### src/rtl/seven_segment_scan_decoder.sv
// seven_segment_scan_decoder
//
// Watches a time-multiplexed seven-segment display bus and turns it back into
// hex nibbles. Each {dig_en, seg_in} combination has to stay put for
// STABLE_CYCLES edges before it is committed. A commit decodes the segment
// pattern into the nibble slot selected by the one-hot digit enable.
// frame_done pulses once every digit has been committed since the previous
// pulse.
//
// Parameters:
//   DIGITS         number of multiplexed digits (value_out is 4*DIGITS wide)
//   STABLE_CYCLES  edges the bus must hold unchanged before a capture (>= 2)
//   ACTIVE_LOW_SEG 1 = segment lines are active low and are inverted before decode
//
// Ports:
//   clk          system clock
//   rst          synchronous active-high reset
//   seg_in       segment lines {g,f,e,d,c,b,a}
//   dig_en       digit enables, active high, one-hot or zero
//   err_clr      clears the sticky error flag
//   value_out    decoded nibbles, digit i at [4i+3:4i]
//   digit_valid  bit i set while nibble i holds a validly decoded pattern
//   frame_done   one-cycle pulse after every digit has been captured
//   error        sticky: invalid pattern or multi-hot dig_en committed

module seven_segment_scan_decoder #(
  parameter int DIGITS         = 4,
  parameter int STABLE_CYCLES  = 4,
  parameter bit ACTIVE_LOW_SEG = 1'b0
) (
  input  logic                  clk,
  input  logic                  rst,
  input  logic [6:0]            seg_in,
  input  logic [DIGITS-1:0]     dig_en,
  input  logic                  err_clr,
  output logic [4*DIGITS-1:0]   value_out,
  output logic [DIGITS-1:0]     digit_valid,
  output logic                  frame_done,
  output logic                  error
);

  localparam int SW = DIGITS + 7;
  localparam int CW = $clog2(STABLE_CYCLES + 1);
  localparam logic [CW-1:0] CNT_MAX    = CW'(STABLE_CYCLES);
  localparam logic [CW-1:0] CNT_COMMIT = CW'(STABLE_CYCLES - 1);

  typedef enum logic {COLLECT = 1'b0} frame_state_t;

  // Returns {valid, nibble} for a segment pattern (bit 0 = a, bit 6 = g).
  function automatic logic [4:0] decode(input logic [6:0] s);
    logic [4:0] r;
    case (s)
      7'h3F:   r = {1'b1, 4'h0};
      7'h06:   r = {1'b1, 4'h1};
      7'h5B:   r = {1'b1, 4'h2};
      7'h4F:   r = {1'b1, 4'h3};
      7'h66:   r = {1'b1, 4'h4};
      7'h6D:   r = {1'b1, 4'h5};
      7'h7D:   r = {1'b1, 4'h6};
      7'h07:   r = {1'b1, 4'h7};
      7'h7F:   r = {1'b1, 4'h8};
      7'h6F:   r = {1'b1, 4'h9};
      7'h77:   r = {1'b1, 4'hA};
      7'h7C:   r = {1'b1, 4'hB};
      7'h39:   r = {1'b1, 4'hC};
      7'h5E:   r = {1'b1, 4'hD};
      7'h79:   r = {1'b1, 4'hE};
      7'h71:   r = {1'b1, 4'hF};
      default: r = 5'b0_0000;
    endcase
    return r;
  endfunction

  // ---------------------------------------------------------------------------
  // Sampling / stability counter
  // ---------------------------------------------------------------------------
  logic [SW-1:0]     sample_in;
  logic [SW-1:0]     s_reg;
  logic [CW-1:0]     cnt_reg;
  logic              same;
  logic              commit;

  assign sample_in = {dig_en, seg_in};
  assign same      = (sample_in == s_reg);
  // cnt saturates at STABLE_CYCLES, so the commit value is passed only once per
  // stable period.
  assign commit    = same && (cnt_reg == CNT_COMMIT);

  always_ff @(posedge clk) begin
    if (rst) begin
      s_reg   <= '0;
      cnt_reg <= '0;
    end else begin
      s_reg <= sample_in;
      if (!same) begin
        cnt_reg <= '0;
      end else if (cnt_reg != CNT_MAX) begin
        cnt_reg <= cnt_reg + 1'b1;
      end
    end
  end

  // ---------------------------------------------------------------------------
  // Classification of the committed sample. At a commit the live input equals
  // s_reg, so the registered copy is decoded to keep input pins off the path.
  // ---------------------------------------------------------------------------
  logic [DIGITS-1:0] s_dig;
  logic [6:0]        s_seg;
  logic [6:0]        seg_eff;
  logic [4:0]        dec;
  logic              pat_valid;
  logic [3:0]        pat_nibble;
  logic              dig_zero;
  logic              dig_multi;
  logic              dig_onehot;
  logic              commit_onehot;
  logic              error_set;

  assign s_dig      = s_reg[SW-1:7];
  assign s_seg      = s_reg[6:0];
  assign seg_eff    = ACTIVE_LOW_SEG ? ~s_seg : s_seg;
  assign dec        = decode(seg_eff);
  assign pat_valid  = dec[4];
  assign pat_nibble = dec[3:0];

  // Clearing the lowest set bit leaves something only when two or more bits are set.
  assign dig_zero      = (s_dig == '0);
  assign dig_multi     = ((s_dig & (s_dig - 1'b1)) != '0);
  assign dig_onehot    = !dig_zero && !dig_multi;
  assign commit_onehot = commit && dig_onehot;
  assign error_set     = commit && (dig_multi || (dig_onehot && !pat_valid));

  // ---------------------------------------------------------------------------
  // Per-digit nibble and valid storage
  // ---------------------------------------------------------------------------
  generate
    for (genvar gi = 0; gi < DIGITS; gi++) begin : g_digit
      logic [3:0] nibble_reg;
      logic       valid_reg;

      always_ff @(posedge clk) begin
        if (rst) begin
          nibble_reg <= '0;
          valid_reg  <= 1'b0;
        end else if (commit_onehot && s_dig[gi]) begin
          // An invalid pattern keeps the old nibble but drops its valid flag.
          valid_reg <= pat_valid;
          if (pat_valid) begin
            nibble_reg <= pat_nibble;
          end
        end
      end

      assign value_out[4*gi +: 4] = nibble_reg;
      assign digit_valid[gi]      = valid_reg;
    end
  endgenerate

  // ---------------------------------------------------------------------------
  // Frame tracking FSM
  // ---------------------------------------------------------------------------
  frame_state_t      state_reg;
  frame_state_t      state_next;
  logic [DIGITS-1:0] seen_mask_reg;
  logic [DIGITS-1:0] seen_mask_next;
  logic [DIGITS-1:0] seen_merged;
  logic              frame_done_reg;
  logic              frame_done_next;

  always_ff @(posedge clk) begin
    if (rst) begin
      state_reg      <= COLLECT;
      seen_mask_reg  <= '0;
      frame_done_reg <= 1'b0;
    end else begin
      state_reg      <= state_next;
      seen_mask_reg  <= seen_mask_next;
      frame_done_reg <= frame_done_next;
    end
  end

  always_comb begin
    state_next = state_reg;
    case (state_reg)
      COLLECT: state_next = COLLECT;
      default: state_next = COLLECT;
    endcase
  end

  always_comb begin
    seen_mask_next  = seen_mask_reg;
    frame_done_next = 1'b0;
    seen_merged     = seen_mask_reg | s_dig;
    case (state_reg)
      COLLECT: begin
        if (commit_onehot) begin
          // Completing the set emits the pulse and starts the next frame empty.
          if (seen_merged == {DIGITS{1'b1}}) begin
            seen_mask_next  = '0;
            frame_done_next = 1'b1;
          end else begin
            seen_mask_next = seen_merged;
          end
        end
      end
      default: begin
        seen_mask_next  = '0;
        frame_done_next = 1'b0;
      end
    endcase
  end

  assign frame_done = frame_done_reg;

  // ---------------------------------------------------------------------------
  // Sticky error: a new error wins over a simultaneous clear.
  // ---------------------------------------------------------------------------
  logic error_reg;

  always_ff @(posedge clk) begin
    if (rst) begin
      error_reg <= 1'b0;
    end else if (error_set) begin
      error_reg <= 1'b1;
    end else if (err_clr) begin
      error_reg <= 1'b0;
    end
  end

  assign error = error_reg;

endmodule

### config.mk
export PLATFORM = sky130hd
export DESIGN_NAME = seven_segment_scan_decoder
export DESIGN_NICKNAME = d
export VERILOG_FILES = /design/src/rtl/seven_segment_scan_decoder.sv
export SDC_FILE = /design/constraint.sdc
export NUM_CORES = 1
export LEC_CHECK = 0
export ABC_AREA = 1
export CORE_ASPECT_RATIO = 1.1
export CORE_UTILIZATION = 53
export CTS_BUF_LIST = sky130_fd_sc_hd__clkbuf_8 sky130_fd_sc_hd__clkbuf_16
export DETAILED_ROUTE_END_ITERATION = 8
export GPL_TIMING_DRIVEN = 0
export HOLD_SLACK_MARGIN = 0.12
export PLACE_DENSITY = 0.8
export SYNTH_ARGS = -nofsm -noshare
export SYNTH_HDL_FRONTEND = slang
export SYNTH_SLANG_ARGS = --single-unit
### constraint.sdc
create_clock -name clk -period 1.86 [get_ports clk]
set_input_delay 0.186 -clock clk [delete_from_list [all_inputs] [get_ports clk]]
set_output_delay 0.186 -clock clk [all_outputs]
set_load 0.02 [all_outputs]
# [Word-level counts from Yosys, hierarchy flattened]
# Cells that the tools add are included.
[totals] wordCells=66 input_bits=14 register_bits=40 output_inout_bits=22
[classes] reduce_logical=22 n_mux=5 n_eq_ne=20 n_addsub=2 bitwise_logic=4
[ops] operator="7-bit equality test (second input constant)" n=12
[ops] operator="5-bit one-hot mux with 16 select lines" n=1
[ops] operator="7-bit by 3-bit equality test with 1-bit output (second input constant)" n=2
[ops] operator="7-bit by 6-bit equality test with 1-bit output (second input constant)" n=2
[ops] operator="11-bit equality test" n=1
[ops] operator="1-bit logical AND" n=9
[ops] operator="2-bit AND reduction" n=4
[ops] operator="4-bit bitwise AND" n=1
[ops] operator="4-bit equality test (second input constant)" n=1
[ops] operator="4-bit logical NOT" n=1
[ops] operator="4-bit 2-to-1 mux" n=1
[ops] operator="4-bit bitwise OR" n=1
[ops] operator="4-bit nonzero test" n=1
[ops] operator="2-bit OR reduction" n=2
[ops] operator="4-bit by 1-bit subtractor with 4-bit output (second input constant)" n=1
[ops] operator="3-bit by 1-bit adder with 3-bit output (second input constant)" n=1
[ops] operator="3-bit by 2-bit equality test with 1-bit output (second input constant)" n=1
[ops] operator="1-bit logical NOT" n=3
[ops] operator="1-bit 2-to-1 mux" n=3
[ops] operator="3-bit != test (second input constant)" n=1
[ops] operator="1-bit NOT" n=2
[ops] operator="2-bit nonzero test" n=1
[ops] operator="1-bit logical OR" n=1

# [Depth between registers and ports, before layout]
[depth] depth_word=9 depth_mapped=12 ltp_nobuf=11

# [Least setup slack after synthesis]
# Ideal clock, no wire load.
[synth_timing] path_type="register -> register" start="register s_reg[6]" end="register g_digit[1].nibble_reg[1]" t_required_ns=1.748 slack_ns=0.348 t_arrival_ns=1.401 synth_period_minus_slack_ns=1.512 setup_time_ns=0.112 stages_incl_launch_ff=11 n_path_buf=2 path_cell_list="dfxtp_1 xnor2_1 nand2_1 nor2_2 nand4_4 nor2_4 buf_6 buf_6 nand4_1 nand2_1 nor2_1"
[synth_via] elab_chain_cells=5 elab_cells_between_ends=22 cone_classes="17 x eq/ne; 1 x mux; 4 x reduce/logical"
[synth_lines] element="start, declared" line="78" rtl="logic [SW-1:0] s_reg;"
[synth_lines] element="start signal, assigned" line="94" rtl="s_reg <= sample_in;"
[synth_lines] element="branches (longest 5 deep; another with 5-bit one-hot mux with 16 select lines)"
[synth_lines] element="end signal, assigned" line="149" rtl="nibble_reg <= pat_nibble;"
[synth_lines] element="end, declared" line="138" rtl="logic [3:0] nibble_reg;"
# Several ways; the timed one is not identified.
# A chain may end at the register's enable or synchronous reset.

# [Worst setup path after layout]
[layout_timing] start="register s_reg[5]" end="register g_digit[3].nibble_reg[1]"
[layout_via] elab_chain_cells=5 elab_cells_between_ends=22 cone_classes="17 x eq/ne; 1 x mux; 4 x reduce/logical"
[layout_lines] element="branches (longest 5 deep; another with 5-bit one-hot mux with 16 select lines)"
[layout_lines] element="end signal, assigned" line="149"
[layout_lines] element="end, declared" line="138"
# Several ways; the timed one is not identified.

==> results.toml <==
[power]
power_leakage_uw = 0.00118
p_per_area_nw_per_um2 = 684
peakVddDrop_uv = 550

[floorplan]
boundaryPins = 36
die-area_sq_um = 4290
dieWidth_microns = 62.6
rows = 23
die_h_microns = 68.6
initial_utilization_pct = 57.2
coreArea_sq_um = 3740

[place]
post-place-ws_ns = -0.0811
hpwl_mm = 3.36
portBuffers = 35
finalWeightedCongestion = 0.822

[cells_and_area]
fin_nets = 362
multiInputGateArea_sq_um = 1090
regArea_sq_um = 802
largest_reg_flops = 16
syn_to_final_growth_pct = 25.3
antenna_cells = 0
fillers = 320
drive_above_1_share_pct = 15.6

[setup_path]
crit_fanout = 5
critPathKind = "reg2reg"
start_kind = "flip-flop"
cp.arrival_ns = 1.89
crit_path_end_kind = "flip-flop"
cp.required_ns = 2.06
slowest_delay_ns = 0.43
path_cells = "inv_2, nand2_2, nor2_1, nand2_1, o21ai_2, nor3_1, nand4_1, nand2_1, nor2_1"
critPathSlowestCell = "dfxtp_1"
ff2ff_setup_slack_ns = 0.16

[timing]
holdWs_ns = 0.450
hold_viol = 0
maxSlewHeadroom_pct = 62.9
timing.final.ws_setup_ns = 0.163
grt_setup_unrepaired = "false"
setup_violations = 0
worst_slew_pin_slew_ns = 0.556
period_share_pct = 91.2
slew_viol_final = 0
finalCriticalPeriod_ns = 1.70
fmax_mhz = 589
fin_worst_skew_ns = 0.00830

[clock_network]
cts_made_buffers = 5
holdBufCountCts = 0
clkSinkCount = 40
htreeDepth = 2
clk_pin_slew_worst_paths_ns = 0.08
cts_setup_buffers = 0
worst_skew_pair.late_latency_ns = 0.30
clockBufferDepth = 2
root_buffer = "clkbuf_8"
cts_tree = "done"

[flow_run]
cap_violations = 0

[yosys]
yosysUniqueCellTypes = 27
yosysMostFrequentCell = "nand2_1"
seq_area_frac_synth_pct = 37.4
synth-seq-cells = 40
synthCells = 303
synth_edf_count = 0
synth_top_area_share_pct = 37.4
synth_ff_type = "dfxtp_1"
syn_area_sq_um = 2140
async_flop_share_pct = 0
ys_warn_count = 0
synth_top_cell_by_area = "dfxtp_1"
synth_area_leaders = "dfxtp_1, nand2_1, nor2_1, nand4_1, inv_1"
ys_top_cells_by_count = "nand2_1, nor2_1, dfxtp_1"
syn_area_per_cell_sq_um = 7.06
syn_nets = 320

[hold_path]
hold_path_class = "in2reg"

[drt]
ant_nets = 0
route.detailed.drc = 0
dr.first_iter.drc_count = 71
route.vias.total = 1981
routed_wl_mm = 4.48
dr.pass1.iters = 4
viasPerCell = 5.00
routedWlPerCell_microns = 11.3

[global_route]
track_usage_pct = 23.3
grt_max_degree = 13
antenna_found_initial = 0
grt_overflow = 0
grt_pass1_wl_mm = 7.73
grt_pass1_vias = 1883

[run_status]
run_status = "completed"
## what timing repair did
| action | CTS | global route |
|---|---|---|
| gates resized for setup | 0 | 1 |
| endpoints found under the hold margin | 0 | 0 |
| setup endpoints to repair | 0 | 6 |
## final cells by class
cell class | instances | area share, %
multi-input cells | 214 | 40.6
flip-flops and latches | 40 | 29.9
repair buffers | 35 | 13.1
inverters | 34 | 4.76
plain buffers | 15 | 4.53
clock buffers | 7 | 3.60
well taps | 50 | 2.34
clock inverters | 1 | 1.12
## worst max-delay path: cells and delay by family, from the launching register on
kind	cells	cell delay (ns)
and+or+nand+nor	7	0.97
DFF	1	0.43
buffers and inverters	1	0.10
AOI/OAI and AO/OA	1	0.10
## cell usage in the layout, fill, tap and decap left out, drive strengths merged
master / n
nand2: 84
buf: 13
xnor2: 3
nor3: 3
dfxtp: 40
o22ai: 1
nand3: 15
o21ai: 1
nand3b: 1
a21oi: 17
inv: 30
bufinv: 1
clkinv: 4
nor2: 66
xor2: 2
clkdlybuf4s50: 35
clkbuf: 9
ha: 3
nand4: 18
## kinds of logic after synthesis
family / after synthesis / synth area share [%]
simple gates: 187 / 42.2
buf+inv: 49 / 11.6
flops: 40 / 37.4
compound gates: 19 / 4.86
xor+xnor: 5 / 2.05
fa+ha+maj: 3 / 1.76
## metal layers
layer	vias to the layer above	global-route usage [%]	share of wire, %
li1	1028	-	-
met1	890	24.8	42
met2	53	45.1	51
met3	10	4.61	4.4
met4	0	10.8	2.2
met5	-	0	0
## stage by stage
stage	TNS (ns)	util [%]	power [uW]	cell area (sq um)	cells
after floorplan	0	-	1010	2140	303
after global placement	-0.0958	68.2	1060	2550	388
after detailed placement	-0.582	68.2	1070	2550	388
after CTS	0	71.6	1850	2680	396
after global routing	0	71.6	1900	2680	396
final	0	71.6	1830	2680	396
## report_power, final
part	switching, uW	internal [uW]	leakage, uW	total (uW)
logic	97.6	69.1	0.000788	167
clock network	307	473	0.0000645	781
registers	15.3	869	0.000325	884
total	420	1410	0.00118	1830
## final timing paths
kind	depth (start not counted)	end	start
max	9	g_digit[3].nibble_reg[1]	s_reg[5]
min	3	s_reg[4]	seg_in[4]
max reg2reg	9	g_digit[3].nibble_reg[1]	s_reg[5]
min reg2reg	2	g_digit[1].valid_reg	g_digit[1].valid_reg
Power figures use the tool's default switching activity.
